--- src/rtl/pipeline_hazard_ctrl_if.sv ---
// -----------------------------------------------------------------------------
// pipeline_hazard_ctrl_if
// Bundle between the ID stage and the hazard controller.
//   master : ID stage side. Drives the decoded instruction and branch_taken.
//            Receives stall, id_ex_flush, fwd_a/fwd_b and stall_count.
//   slave  : hazard controller side (the reverse directions).
// Signals:
//   valid_in      ID instruction valid (0 = bubble)
//   rs_in, rt_in  ID source registers
//   rd_in         ID destination register
//   reg_write_in  ID instruction writes rd_in
//   mem_read_in   ID instruction is a load
//   branch_taken  branch resolved taken; squash the ID instruction
//   stall         hold PC and IF/ID this cycle
//   id_ex_flush   clear ID/EX so a bubble enters EX next cycle
//   fwd_a, fwd_b  EX operand sources: 00 regfile, 01 EX/MEM, 10 MEM/WB
//   stall_count   saturating count of load-use stall cycles
// -----------------------------------------------------------------------------
interface pipeline_hazard_ctrl_if;
    logic        valid_in;
    logic [4:0]  rs_in;
    logic [4:0]  rt_in;
    logic [4:0]  rd_in;
    logic        reg_write_in;
    logic        mem_read_in;
    logic        branch_taken;
    logic        stall;
    logic        id_ex_flush;
    logic [1:0]  fwd_a;
    logic [1:0]  fwd_b;
    logic [15:0] stall_count;

    modport master (
        output valid_in, rs_in, rt_in, rd_in, reg_write_in, mem_read_in, branch_taken,
        input  stall, id_ex_flush, fwd_a, fwd_b, stall_count
    );

    modport slave (
        input  valid_in, rs_in, rt_in, rd_in, reg_write_in, mem_read_in, branch_taken,
        output stall, id_ex_flush, fwd_a, fwd_b, stall_count
    );
endinterface

--- src/rtl/pipeline_hazard_ctrl.sv ---
// -----------------------------------------------------------------------------
// pipeline_hazard_ctrl
// Hazard detection and forwarding control for a 5-stage in-order pipeline.
// Keeps a small shadow of the destination registers in EX, MEM and WB.
// Using that shadow it:
//   - detects load-use hazards on the ID instruction (stall + flush),
//   - squashes the ID instruction on a taken branch (flush only),
//   - selects the EX operand forwarding sources one cycle ahead.
// Ports:
//   clk  single clock, rising edge
//   rst  synchronous active-high reset
//   bus  pipeline_hazard_ctrl_if.slave (ID instruction in, controls out)
// stall and id_ex_flush are combinational so they act in the same cycle.
// fwd_a, fwd_b and stall_count are registered.
// -----------------------------------------------------------------------------
module pipeline_hazard_ctrl (
    input  logic                  clk,
    input  logic                  rst,
    pipeline_hazard_ctrl_if.slave bus
);

    typedef struct packed {
        logic [4:0] rd;
        logic       wr;
        logic       ld;
    } slot_t;

    localparam int          EX_IDX    = 0;
    localparam int          MEM_IDX   = 1;
    localparam int          WB_IDX    = 2;
    localparam logic [1:0]  FWD_RF    = 2'b00;
    localparam logic [1:0]  FWD_EXMEM = 2'b01;
    localparam logic [1:0]  FWD_MEMWB = 2'b10;
    localparam logic [15:0] CNT_MAX   = 16'hFFFF;

    // Shadow slots indexed by stage: EX, MEM, WB.
    slot_t       slot_r [0:2];
    logic [1:0]  fwd_a_r;
    logic [1:0]  fwd_b_r;
    logic [15:0] stall_count_r;

    logic        load_use_s;
    logic        stall_s;
    logic        flush_s;
    logic [1:0]  fwd_a_nxt_s;
    logic [1:0]  fwd_b_nxt_s;
    slot_t       id_slot_s;

    // A slot produces register r only if it writes and r is not register 0.
    function automatic logic slot_hit(input slot_t s, input logic [4:0] r);
        return s.wr && (s.rd != 5'd0) && (s.rd == r);
    endfunction

    // Nearer producer wins: the EX-stage producer is newer than the MEM-stage one.
    function automatic logic [1:0] fwd_select(input slot_t ex_s, input slot_t mem_s,
                                              input logic [4:0] r);
        logic [1:0] sel;
        if (slot_hit(ex_s, r)) begin
            sel = FWD_EXMEM;
        end else if (slot_hit(mem_s, r)) begin
            sel = FWD_MEMWB;
        end else begin
            sel = FWD_RF;
        end
        return sel;
    endfunction

    // Hazard detection, flush/stall decode and next forwarding selection.
    always_comb begin
        load_use_s  = 1'b0;
        stall_s     = 1'b0;
        flush_s     = 1'b0;
        fwd_a_nxt_s = FWD_RF;
        fwd_b_nxt_s = FWD_RF;
        id_slot_s   = '0;

        load_use_s = bus.valid_in && slot_r[EX_IDX].ld &&
                     (slot_hit(slot_r[EX_IDX], bus.rs_in) ||
                      slot_hit(slot_r[EX_IDX], bus.rt_in));

        // Reset forces a bubble into EX and never stalls.
        // A taken branch overrides a load-use stall: the dependent instruction is squashed anyway.
        if (rst) begin
            stall_s = 1'b0;
            flush_s = 1'b1;
        end else begin
            stall_s = load_use_s && !bus.branch_taken;
            flush_s = load_use_s || bus.branch_taken;
        end

        if (flush_s || !bus.valid_in) begin
            id_slot_s   = '0;
            fwd_a_nxt_s = FWD_RF;
            fwd_b_nxt_s = FWD_RF;
        end else begin
            id_slot_s   = '{rd: bus.rd_in, wr: bus.reg_write_in, ld: bus.mem_read_in};
            fwd_a_nxt_s = fwd_select(slot_r[EX_IDX], slot_r[MEM_IDX], bus.rs_in);
            fwd_b_nxt_s = fwd_select(slot_r[EX_IDX], slot_r[MEM_IDX], bus.rt_in);
        end
    end

    // Shadow pipeline shift, registered forwarding selects and the saturating stall counter.
    always_ff @(posedge clk) begin
        if (rst) begin
            for (int i = 0; i < 3; i++) begin
                slot_r[i] <= '0;
            end
            fwd_a_r       <= FWD_RF;
            fwd_b_r       <= FWD_RF;
            stall_count_r <= 16'd0;
        end else begin
            slot_r[EX_IDX]  <= id_slot_s;
            // Only EX needs the load flag; downstream slots carry rd/wr only.
            slot_r[MEM_IDX] <= '{rd: slot_r[EX_IDX].rd, wr: slot_r[EX_IDX].wr, ld: 1'b0};
            slot_r[WB_IDX]  <= slot_r[MEM_IDX];
            fwd_a_r         <= fwd_a_nxt_s;
            fwd_b_r         <= fwd_b_nxt_s;
            if (stall_s && (stall_count_r != CNT_MAX)) begin
                stall_count_r <= stall_count_r + 16'd1;
            end else begin
                stall_count_r <= stall_count_r;
            end
        end
    end

    assign bus.stall       = stall_s;
    assign bus.id_ex_flush = flush_s;
    assign bus.fwd_a       = fwd_a_r;
    assign bus.fwd_b       = fwd_b_r;
    assign bus.stall_count = stall_count_r;

endmodule

--- src/flat_wrapper.sv ---
// flat-port wrapper written by rule: the top's interface ports become plain ports
module pipeline_hazard_ctrl_flat 
  (clk, rst, bus_valid_in, bus_rs_in, bus_rt_in, bus_rd_in, bus_reg_write_in, bus_mem_read_in, bus_branch_taken, bus_stall, bus_id_ex_flush, bus_fwd_a, bus_fwd_b, bus_stall_count);
  pipeline_hazard_ctrl_if bus_i ();
  input  logic clk;
  input  logic rst;
  input wire logic [$bits(bus_i.valid_in)-1:0] bus_valid_in;
  input wire logic [$bits(bus_i.rs_in)-1:0] bus_rs_in;
  input wire logic [$bits(bus_i.rt_in)-1:0] bus_rt_in;
  input wire logic [$bits(bus_i.rd_in)-1:0] bus_rd_in;
  input wire logic [$bits(bus_i.reg_write_in)-1:0] bus_reg_write_in;
  input wire logic [$bits(bus_i.mem_read_in)-1:0] bus_mem_read_in;
  input wire logic [$bits(bus_i.branch_taken)-1:0] bus_branch_taken;
  output wire logic [$bits(bus_i.stall)-1:0] bus_stall;
  output wire logic [$bits(bus_i.id_ex_flush)-1:0] bus_id_ex_flush;
  output wire logic [$bits(bus_i.fwd_a)-1:0] bus_fwd_a;
  output wire logic [$bits(bus_i.fwd_b)-1:0] bus_fwd_b;
  output wire logic [$bits(bus_i.stall_count)-1:0] bus_stall_count;
  assign bus_i.valid_in = bus_valid_in;
  assign bus_i.rs_in = bus_rs_in;
  assign bus_i.rt_in = bus_rt_in;
  assign bus_i.rd_in = bus_rd_in;
  assign bus_i.reg_write_in = bus_reg_write_in;
  assign bus_i.mem_read_in = bus_mem_read_in;
  assign bus_i.branch_taken = bus_branch_taken;
  assign bus_stall = bus_i.stall;
  assign bus_id_ex_flush = bus_i.id_ex_flush;
  assign bus_fwd_a = bus_i.fwd_a;
  assign bus_fwd_b = bus_i.fwd_b;
  assign bus_stall_count = bus_i.stall_count;
  pipeline_hazard_ctrl u_core (.clk(clk), .rst(rst), .bus(bus_i));
endmodule
--- config.mk ---
export PLATFORM = sky130hd
export DESIGN_NAME = pipeline_hazard_ctrl_flat
export DESIGN_NICKNAME = d
export VERILOG_FILES = /design/src/rtl/pipeline_hazard_ctrl_if.sv /design/src/rtl/pipeline_hazard_ctrl.sv /design/src/flat_wrapper.sv
export SDC_FILE = /design/constraint.sdc
export NUM_CORES = 1
export LEC_CHECK = 0
export ABC_AREA = 1
export CORE_AREA = 3 3 74 76
export CTS_CLUSTER_DIAMETER = 60
export DETAILED_ROUTE_END_ITERATION = 10
export DIE_AREA = 0 0 77 79
export GPL_TIMING_DRIVEN = 0
export SYNTH_ARGS = -nofsm -noshare
export SYNTH_HDL_FRONTEND = slang
export SYNTH_SLANG_ARGS = --single-unit
--- constraint.sdc ---
create_clock -name clk -period 2 [get_ports clk]
set_input_delay 0.5 -clock clk [delete_from_list [all_inputs] [get_ports clk]]
set_output_delay 0.5 -clock clk [all_outputs]
set_load 0.1 [all_outputs]
# Yosys cells after proc, flatten, opt, wreduce, memory -nomap -nowiden
# Memory sizes are Yosys's and may differ from the RTL's.
# Cells that the tools add are included.
# word_totals
register_bits	20
latchBits	0
ram_bits	21
romBits	0
input_bits	21
out_inout_bits	22
word_cells	48
memories	1
# classes
n_addsub	1
n_mul	0
div_mod_pow	0
order_cmp	0
eq_ne	5
shifts	0
n_mux	13
bitwise	3
n_reduce_logical	20
# memory_table
name	words	width	rd	rd_ports_with_merged_regs	write_ports	line	text
u_core.slot_r	3	7	2	0	3	pipeline_hazard_ctrl.sv:37	slot_t slot_r [0:2];
# op_table
operator	n
7-bit 2-to-1 mux	4
5-bit equality test	4
16-bit by 1-bit adder with 16-bit output (second input constant)	1
16-bit inequality test (second input constant)	1
1-bit logical AND	10
5-bit nonzero test	2
1-bit 2-to-1 mux	7
3-bit OR reduction	2
2-bit 2-to-1 mux	2
1-bit logical OR	3
1-bit OR	3
1-bit zero test	2
2-bit OR reduction	1

# Logic depth before layout (Yosys ltp)
# An unclocked memory read counts as a cell.
# depth
word_depth	11
mapped_depth	12

# Worst setup path before layout
# Ideal clock, no wire load.
# synth_path
kind	register -> register
startpoint	register u_core.stall_count_r[1], in the netlist u_core.bus.stall_count[1]
endpoint	register u_core.stall_count_r[11], in the netlist u_core.bus.stall_count[11]
arrival_ns	2.116
required_ns	1.886
setup_slack_ns	-0.230
stages_incl_launch_ff	11
path_buffers	0
synth_period_minus_slack_ns	2.230
cell_sequence	dfxtp_1 ha_1 nand2_1 nor2_2 nand4_1 nand2_1 nor2_1 nand4_2 nand2_1 inv_1 nor2_1
# synth_between
elab_chain_len	2
word_cells_on_any_way	3
classes_between	1 x add/sub; 1 x eq/ne; 1 x reduce/logical
# synth_rtl
item	line	text
start: declaration	pipeline_hazard_ctrl.sv:40	logic [15:0] stall_count_r;
start signal: assignment	pipeline_hazard_ctrl.sv:119	stall_count_r <= stall_count_r + 16'd1;
start signal: assignment	pipeline_hazard_ctrl.sv:121	stall_count_r <= stall_count_r;
branches (longest 2 deep; another with 16-bit by 1-bit adder with 16-bit output)	n/a	
# Several ways; the timed one is not identified.
# A chain may end at the register's enable or synchronous reset.

# Worst setup path after layout
# layout_path
startpoint	input port bus_rs_in[3]
endpoint	output port bus_stall
# layout_between
elab_chain_len	6
# layout_rtl
item	line	text
start: declaration	flat_wrapper.sv:8	input wire logic [$bits(bus_i.rs_in)-1:0] bus_rs_in;
5-bit equality test	pipeline_hazard_ctrl.sv:51	return s.wr && (s.rd != 5'd0) && (s.rd == r);
1-bit logical AND	pipeline_hazard_ctrl.sv:51	
1-bit logical OR	pipeline_hazard_ctrl.sv:78	(slot_hit(slot_r[EX_IDX], bus.rs_in) ||
1-bit logical AND	pipeline_hazard_ctrl.sv:77	load_use_s = bus.valid_in && slot_r[EX_IDX].ld &&
1-bit logical AND	pipeline_hazard_ctrl.sv:87	stall_s = load_use_s && !bus.branch_taken;
1-bit 2-to-1 mux	pipeline_hazard_ctrl.sv:83	if (rst) begin
end: declaration	flat_wrapper.sv:14	output wire logic [$bits(bus_i.stall)-1:0] bus_stall;
# No other way between the ends.

==> summary.txt <==
Status
  • Status: finished, violations left
  • Failing checks: setup timing

Setup path
  • CP startpoint kind: input port
  • Buf+Inv Stages, Crit Path: 3
  • Crit-path cells: clkdlybuf4s15_1 -> xor2_1 -> nor2_2 -> nand3_2 -> nand2_4 -> nand3_4 -> clkinvlp_4 -> buf_12
  • Crit. End Element: output pin
  • WP data required: about 1.5 ns
  • Slowest CP cell: clkdlybuf4s15_1
  • Critical path type: in -> out
  • Crit path max-delay family: simple AND/OR/NAND/NOR gates
  • CP Max Fanout: 3
  • Arrival time at the worst endpoint: 1.58 ns
  • Crit-path max cell delay: approximately 0.20 ns

Detailed routing
  • Total number of vias: between 1,500 and 2,000
  • Wirelength per Cell: between 10 and 15 um
  • Post-Route WL: ~4300 um
  • Vias/cell: between 4 and 5
  • DRT iter0 DRCs: 54
  • # DRC: 0
  • DRT antenna net count: 0
  • First drt pass iteration count: 4

Timing
  • Clock period minus final worst setup slack: 2.08 ns
  • Max transition margin: 0.367
  • Final Slew Violations: 0
  • Hold Fails Final Rpt: 0
  • Endpoints failing setup: 2
  • RSZ-0062 raised after global routing: true
  • Final Worst Setup Slack: -0.0838 ns
  • Worst slew pin tran: 0.953 ns
  • Fmax: 0.480 GHz
  • Crit share post-route: 1.04
  • Min Hold Slack: 0.433 ns
  • Skew final: about 0.01 ns

Clocking
  • Inserted Clock Buffers: 5
  • Clock Root Buffer: clkbuf_8
  • CTS sink cnt: 33
  • TritonCTS clock tree: built
  • Skew-Pair Late Insertion Delay: a little under 0.3 ns
  • Clock transition at path regs: 0.07 ns
  • Max clock buf depth: 2
  • H-tree Lvls: 2

Synth
  • Mapped Nets: 292
  • Post-synthesis sequential area ratio: 0.341
  • Distinct cells, synth: 32
  • Gate Count Post-Synth: 270
  • YS warnings: 0
  • Mapped Avg Cell Area: about 7.2 um2
  • Cell area after synthesis: approximately 1900 um2
  • Seq cells post-synth: 33

Finish
  • Final nets: between 300 and 400
  • Fill cells: ~460
  • Core Util, Final: 0.558
  • Share of cells above drive strength 1: 0.274
  • Post-route design area: about 2700 um2
  • Number of inserted diodes: 0
  • Area growth syn-to-layout: 37.9%

Floorplanning
  • Chip Height: just under 80 um
  • Core Rows: 25
  • Area of the die: roughly 6000 um2
  • Starting Density: 0.405
  • Chip width: approximately 77 um
  • Top Ports: 43
  • Core ar.: between 4000 and 5000 um2

Placement
  • Placement Cell Area: roughly 2500 um2
  • Final GP Congestion: between 0.8 and 0.9
  • Detailed Place HPWL: 3260 um
  • Pre-CTS setup slack: -1.49 ns
  • Port-buffer cells: 42

Global route
  • Pin count of the biggest net entering global routing: 13
  • First-pass GRT wire length: 7230 um
  • Initial antenna violation count: 0
  • Vias in the first global route: about 1,600
  • GRT Overall Usage: 0.150
  • GRT Residual Overflow: 0

Hold path
  • Worst min path class: reg -> reg

Power and ir drop
  • Leakage: 0.00122 uW
  • Cell Pwr Density: between 400 and 500 nW/um2
  • Peak VDD IR: roughly 0.36 mV
  • Tot Pwr: 1320 uW

Job
  • Max_cap viols: 0
final cells by class:
type / instances / area (um2) / area share
Sequential cell: 33 / 683 / 0.256
Multi-Input combinational cell: 178 / 1070 / 0.399
Inverter: 53 / 206 / 0.0772
Clock inverter: 3 / 22.5 / 0.00843
Timing Repair Buffer: 51 / 475 / 0.178
Buffer: 6 / 65.1 / 0.0243
Clock buffer: 5 / 68.8 / 0.0257
Tap cell: 67 / 83.8 / 0.0314
cell families (layout without fill, tap and decap cells):
| group | Yosys count | after routing | synth area share |
|---|---|---|---|
| and+or+nand+nor | 141 | 141 | 0.382 |
| DFF | 33 | 33 | 0.341 |
| buffers and inverters | 59 | 118 | 0.134 |
| xor gates and xnor gates | 19 | 19 | 0.0859 |
| AOI/OAI and AO/OA | 17 | 17 | 0.0510 |
| adders and majority gates | 1 | 1 | 0.00645 |
worst paths after layout:
check | startpoint | cells past startpoint | endpoint | slack, ns
setup / recovery | bus_rs_in[3] | 8 | bus_stall | -0.08
hold / removal | u_core.slot_r[0][1]$_SDFF_PP0_ | 2 | u_core.slot_r[0][8]$_SDFF_PP0_ | 0.43
setup reg to reg | u_core.slot_r[0][3]$_SDFF_PP0_ | 13 | u_core.bus.stall_count[4]$_SDFFE_PP0P_ | 0.32
hold reg to reg | u_core.slot_r[0][1]$_SDFF_PP0_ | 2 | u_core.slot_r[0][8]$_SDFF_PP0_ | 0.43
cells in the mapped netlist:
cell type  count  area [um2]
buf_12         1        20.0
o21ai_0        3        15.0
clkbuf_1       1        3.75
buf_2          1        5.00
nand2_4        1        11.3
nor3_1         3        15.0
o21ai_1        7        35.0
a21oi_1        2        10.0
o21bai_1       4        30.0
ha_1           1        12.5
nand4_2       10         125
xnor2_1        7        61.3
buf_6          1        11.3
nor2_4         1        11.3
xor2_1        12         105
or2_2          2        12.5
inv_1         52         195
nor2_1        54         203
nand2_2        1        6.26
nand3_1        7        35.0
nor2_8         1        20.0
nand4_1        3        18.8
buf_4          1        7.51
clkinv_1       1        3.75
nand2_1       47         176
o41ai_1        1        8.76
nor3_4         1        16.3
nand4_4        1        21.3
dfxtp_1       33         661
clkbuf_8       1        13.8
nor2_2         6        37.5
nand3_2        3        30.0
stage by stage:
stage               setup TNS [ns]  std cells
floorplan                        0        270
global placement             -6.46        379
detailed placement           -6.61        379
CTS                         -0.128        394
global route                -0.245        396
finish                      -0.128        396
what timing repair did:
action,4_1_cts,5_1_grt
buffers inserted,7,2
resized for setup,100,15
hold buffers,0,0
setup endpoints to repair,22,8
pin swaps,14,7
hold endpoints to repair,0,0
sequential cells by signal (all words and copies together), names as in the netlist:
name	count
u_core.bus.fwd_b	2
u_core.slot_r	13
u_core.bus.fwd_a	2
u_core.bus.stall_count	16
layer usage:
metal / share of wire / global-route usage / vias up
li1: - / - / 932
met1: 0.49 / 0.204 / 740
met2: 0.43 / 0.226 / 48
met3: 0.061 / 0.0374 / 7
met4: 0.018 / 0.0641 / 0
met5: 0 / 0 / -
power breakdown:
| part | internal [uW] | switching, uW | total [uW] |
|---|---|---|---|
| Combinational | 69.3 | 70.4 | 140 |
| Sequential | 661 | 7.10 | 668 |
| Clock | 244 | 270 | 513 |
| Total | 974 | 347 | 1320 |
worst min-delay path, cell delays in order, from the launching register on:
cell	delay, ns
dfxtp_1	0.32
inv_1	0.05
nor2_1	0.03
placed cells by master (no fill, tap or decap), types with 3 or more instances in the layout:
cell type,n
buf_12,3
buf_2,5
buf_4,10
clkbuf_2,3
clkbuf_8,6
clkdlybuf4s15_1,11
clkdlybuf4s15_2,8
clkdlybuf4s50_1,8
clkinvlp_4,4
dfxtp_1,19
dfxtp_2,12
dlygate4sd2_1,6
inv_1,49
nand2_1,45
nand2_4,3
nand3_1,6
nand3_2,3
nand4_1,3
nand4_2,10
nor2_1,54
nor2_2,6
nor3_1,3
o21ai_0,3
o21ai_1,7
o21bai_1,4
xnor2_1,4
xnor2_2,3
xor2_1,12
Note: power is estimated with default switching activity, not from simulation.
==> RTL change: new RTL, same flow settings <==
`CNT_MAX`: 16'hFFFF -> 16'h7FFF.
--- a/src/rtl/pipeline_hazard_ctrl.sv
+++ b/src/rtl/pipeline_hazard_ctrl.sv
@@ -31,7 +31,7 @@
     localparam logic [1:0]  FWD_RF    = 2'b00;
     localparam logic [1:0]  FWD_EXMEM = 2'b01;
     localparam logic [1:0]  FWD_MEMWB = 2'b10;
-    localparam logic [15:0] CNT_MAX   = 16'hFFFF;
+    localparam logic [15:0] CNT_MAX   = 16'h7FFF;
 
     // Shadow slots indexed by stage: EX, MEM, WB.
     slot_t       slot_r [0:2];
Formal check against the unedited RTL: no difference found for any inputs over 10 cycles, from zero or initial values and one cycle with rst high; that may be too few to reach the edited logic, so the function may still have changed.
==> RTL change against the original RTL <==
The run still ends with negative setup slack left; final area down 4.7%; critical path depth is 3 lower; final cell count fell by 1.8%; sequential power about the same; synthesized cell count fell by 3.3%; wire length about the same; sequential share of layout area is 1.6 points higher; area after synthesis fell by 6.5%; clock power grew 25%; total power rose by 8.4%; setup slack worse by 0.037 ns; sequential cell count is the same; combinational power is 12% lower.
==> RTL change: results (changes against the original RTL) <==
stage	metric	value	unit	change
run_status	violations	negative setup slack		
routing	via_per_inst	4.391		+0.68%
power	p_leak	1.119	nW	-8.6%
grt	use_met2	0.2448		+0.01916
setup_path	r2r_end	u_core.bus.stall_count[0]		
synthesis	syn_inst	261		-3.3%
synthesis	synth.net_count	283		-3.1%
placed_design	hpwl	3.139	mm	-3.6%
synthesis	yosys-top-cells-count	nor2_1 (58), nand2_1 (49), inv_1 (43)		
synthesis	seq_area_frac_synth	0.3644		+0.02352
setup_path	cp_top_family	buffers and inverters		
synthesis	netlist_top_cells_area	dfxtp_1 (36%), nor2_1 (12%), nand2_1 (10%)		
placed_design	dp_cells	369		-2.6%
finish	drive_above_1_share	0.2826		+0.009052
grt	grt_usage	0.1538		+0.003741
synthesis	yosysUniqueCellTypes	27		-16%
setup_path	cp_slowest_cell	clkdlybuf4s50_1		
timing	fin_worst_skew	0.004765	ns	-0.005230 ns
setup_path	crit_fanout	6		+3
power	peakVddDrop	0.3585	mV	-1.3%
grt	met3_usage	0.04308		+0.005669
placed_design	place_area	2332	µm²	-5.2%
grt	grt_pass1_vias	1603		+1.1%
routing	route.met3.wl	160	µm	-39%
setup_path	worstReg2RegStart	u_core.slot_r[0][2]		
grt	grt_util_met1	0.1961		-0.007975
grt	grt_pass1_wl	7.279	mm	+0.66%
timing	finalHoldWorstSlack	0.4218	ns	-0.01126 ns
finish	fillers	493		+7.9%
timing	setup_violations	2		unchanged
placed_design	place.gp.congestion	0.7888		-7.1%
routing	met1_length	2.141	mm	+0.90%
timing	max-slew-margin-rel	0.3654		-0.001551
routing	num_vias	1708		-1.1%
setup_path	max_stage_delay	0.46	ns	+0.26 ns
run_status	status	finished with violations		
timing	tns	-0.2318	ns	-0.1039 ns
routing	met2WireLength	1.922	mm	+5.0%
timing	fin_ws	-0.1207	ns	-0.03690 ns
-- RTL change: cell count changes after synthesis, sizes merged, moves of 2 or more --
cell	unedited run	this run
o21bai	4	6
nand4	14	10
buf	4	2
nor2	62	64
inv	52	44
-- RTL change: logic make-up after synthesis --
kind of cell / count (synthesis) / share of synthesized area
and+or+nand+nor: 141 / 0.3561
buffers and inverters: 49 / 0.1063
DFF: 33 / 0.3644
xor gates and xnor gates: 20 / 0.09662
AOI/OAI and AO/OA: 17 / 0.06970
adders and majority gates: 1 / 0.006900
-- RTL change: worst max path at each step --
stage | start | end | slack [ns]
after CTS | bus_branch_taken | bus_stall | -0.23
after global placement | bus_rt_in[0] | bus_stall | -1.56
after detailed placement | bus_rt_in[1] | bus_stall | -1.55
after floorplan | rst | bus_stall | -0.14
after global routing | bus_branch_taken | bus_stall | -0.18
final | bus_branch_taken | bus_stall | -0.12
-- RTL change: layout make-up --
cell class | instances | area [µm²] | share of cell area
flip-flops and latches | 33 | 693.2 | 0.2721
repair buffers | 54 | 467.9 | 0.1837
clock buffers | 5 | 68.82 | 0.02701
multi-input cells | 179 | 997.2 | 0.3915
inverters | 45 | 177.7 | 0.06974
well taps | 67 | 83.83 | 0.03291
plain buffers | 3 | 12.51 | 0.004912
clock inverters | 3 | 46.29 | 0.01817
-- RTL change: power breakdown --
part	total [mW]	internal (mW)	switching, mW
combinational	0.123	0.0610	0.0615
clock	0.643	0.373	0.270
sequential	0.666	0.660	0.00669
-- RTL change: worst reg2reg max path, cell delays in order, from the launching register on --
cell     delay, ns
dfxtp_4       0.39
xnor2_2       0.11
nand2_1       0.08
nor2_2        0.10
nand3_2       0.12
nand2_4       0.11
buf_6         0.11
buf_4         0.10
buf_4         0.09
buf_4         0.09
buf_4         0.14
nand4_4       0.17
o21ai_1       0.18
nor2_1        0.05
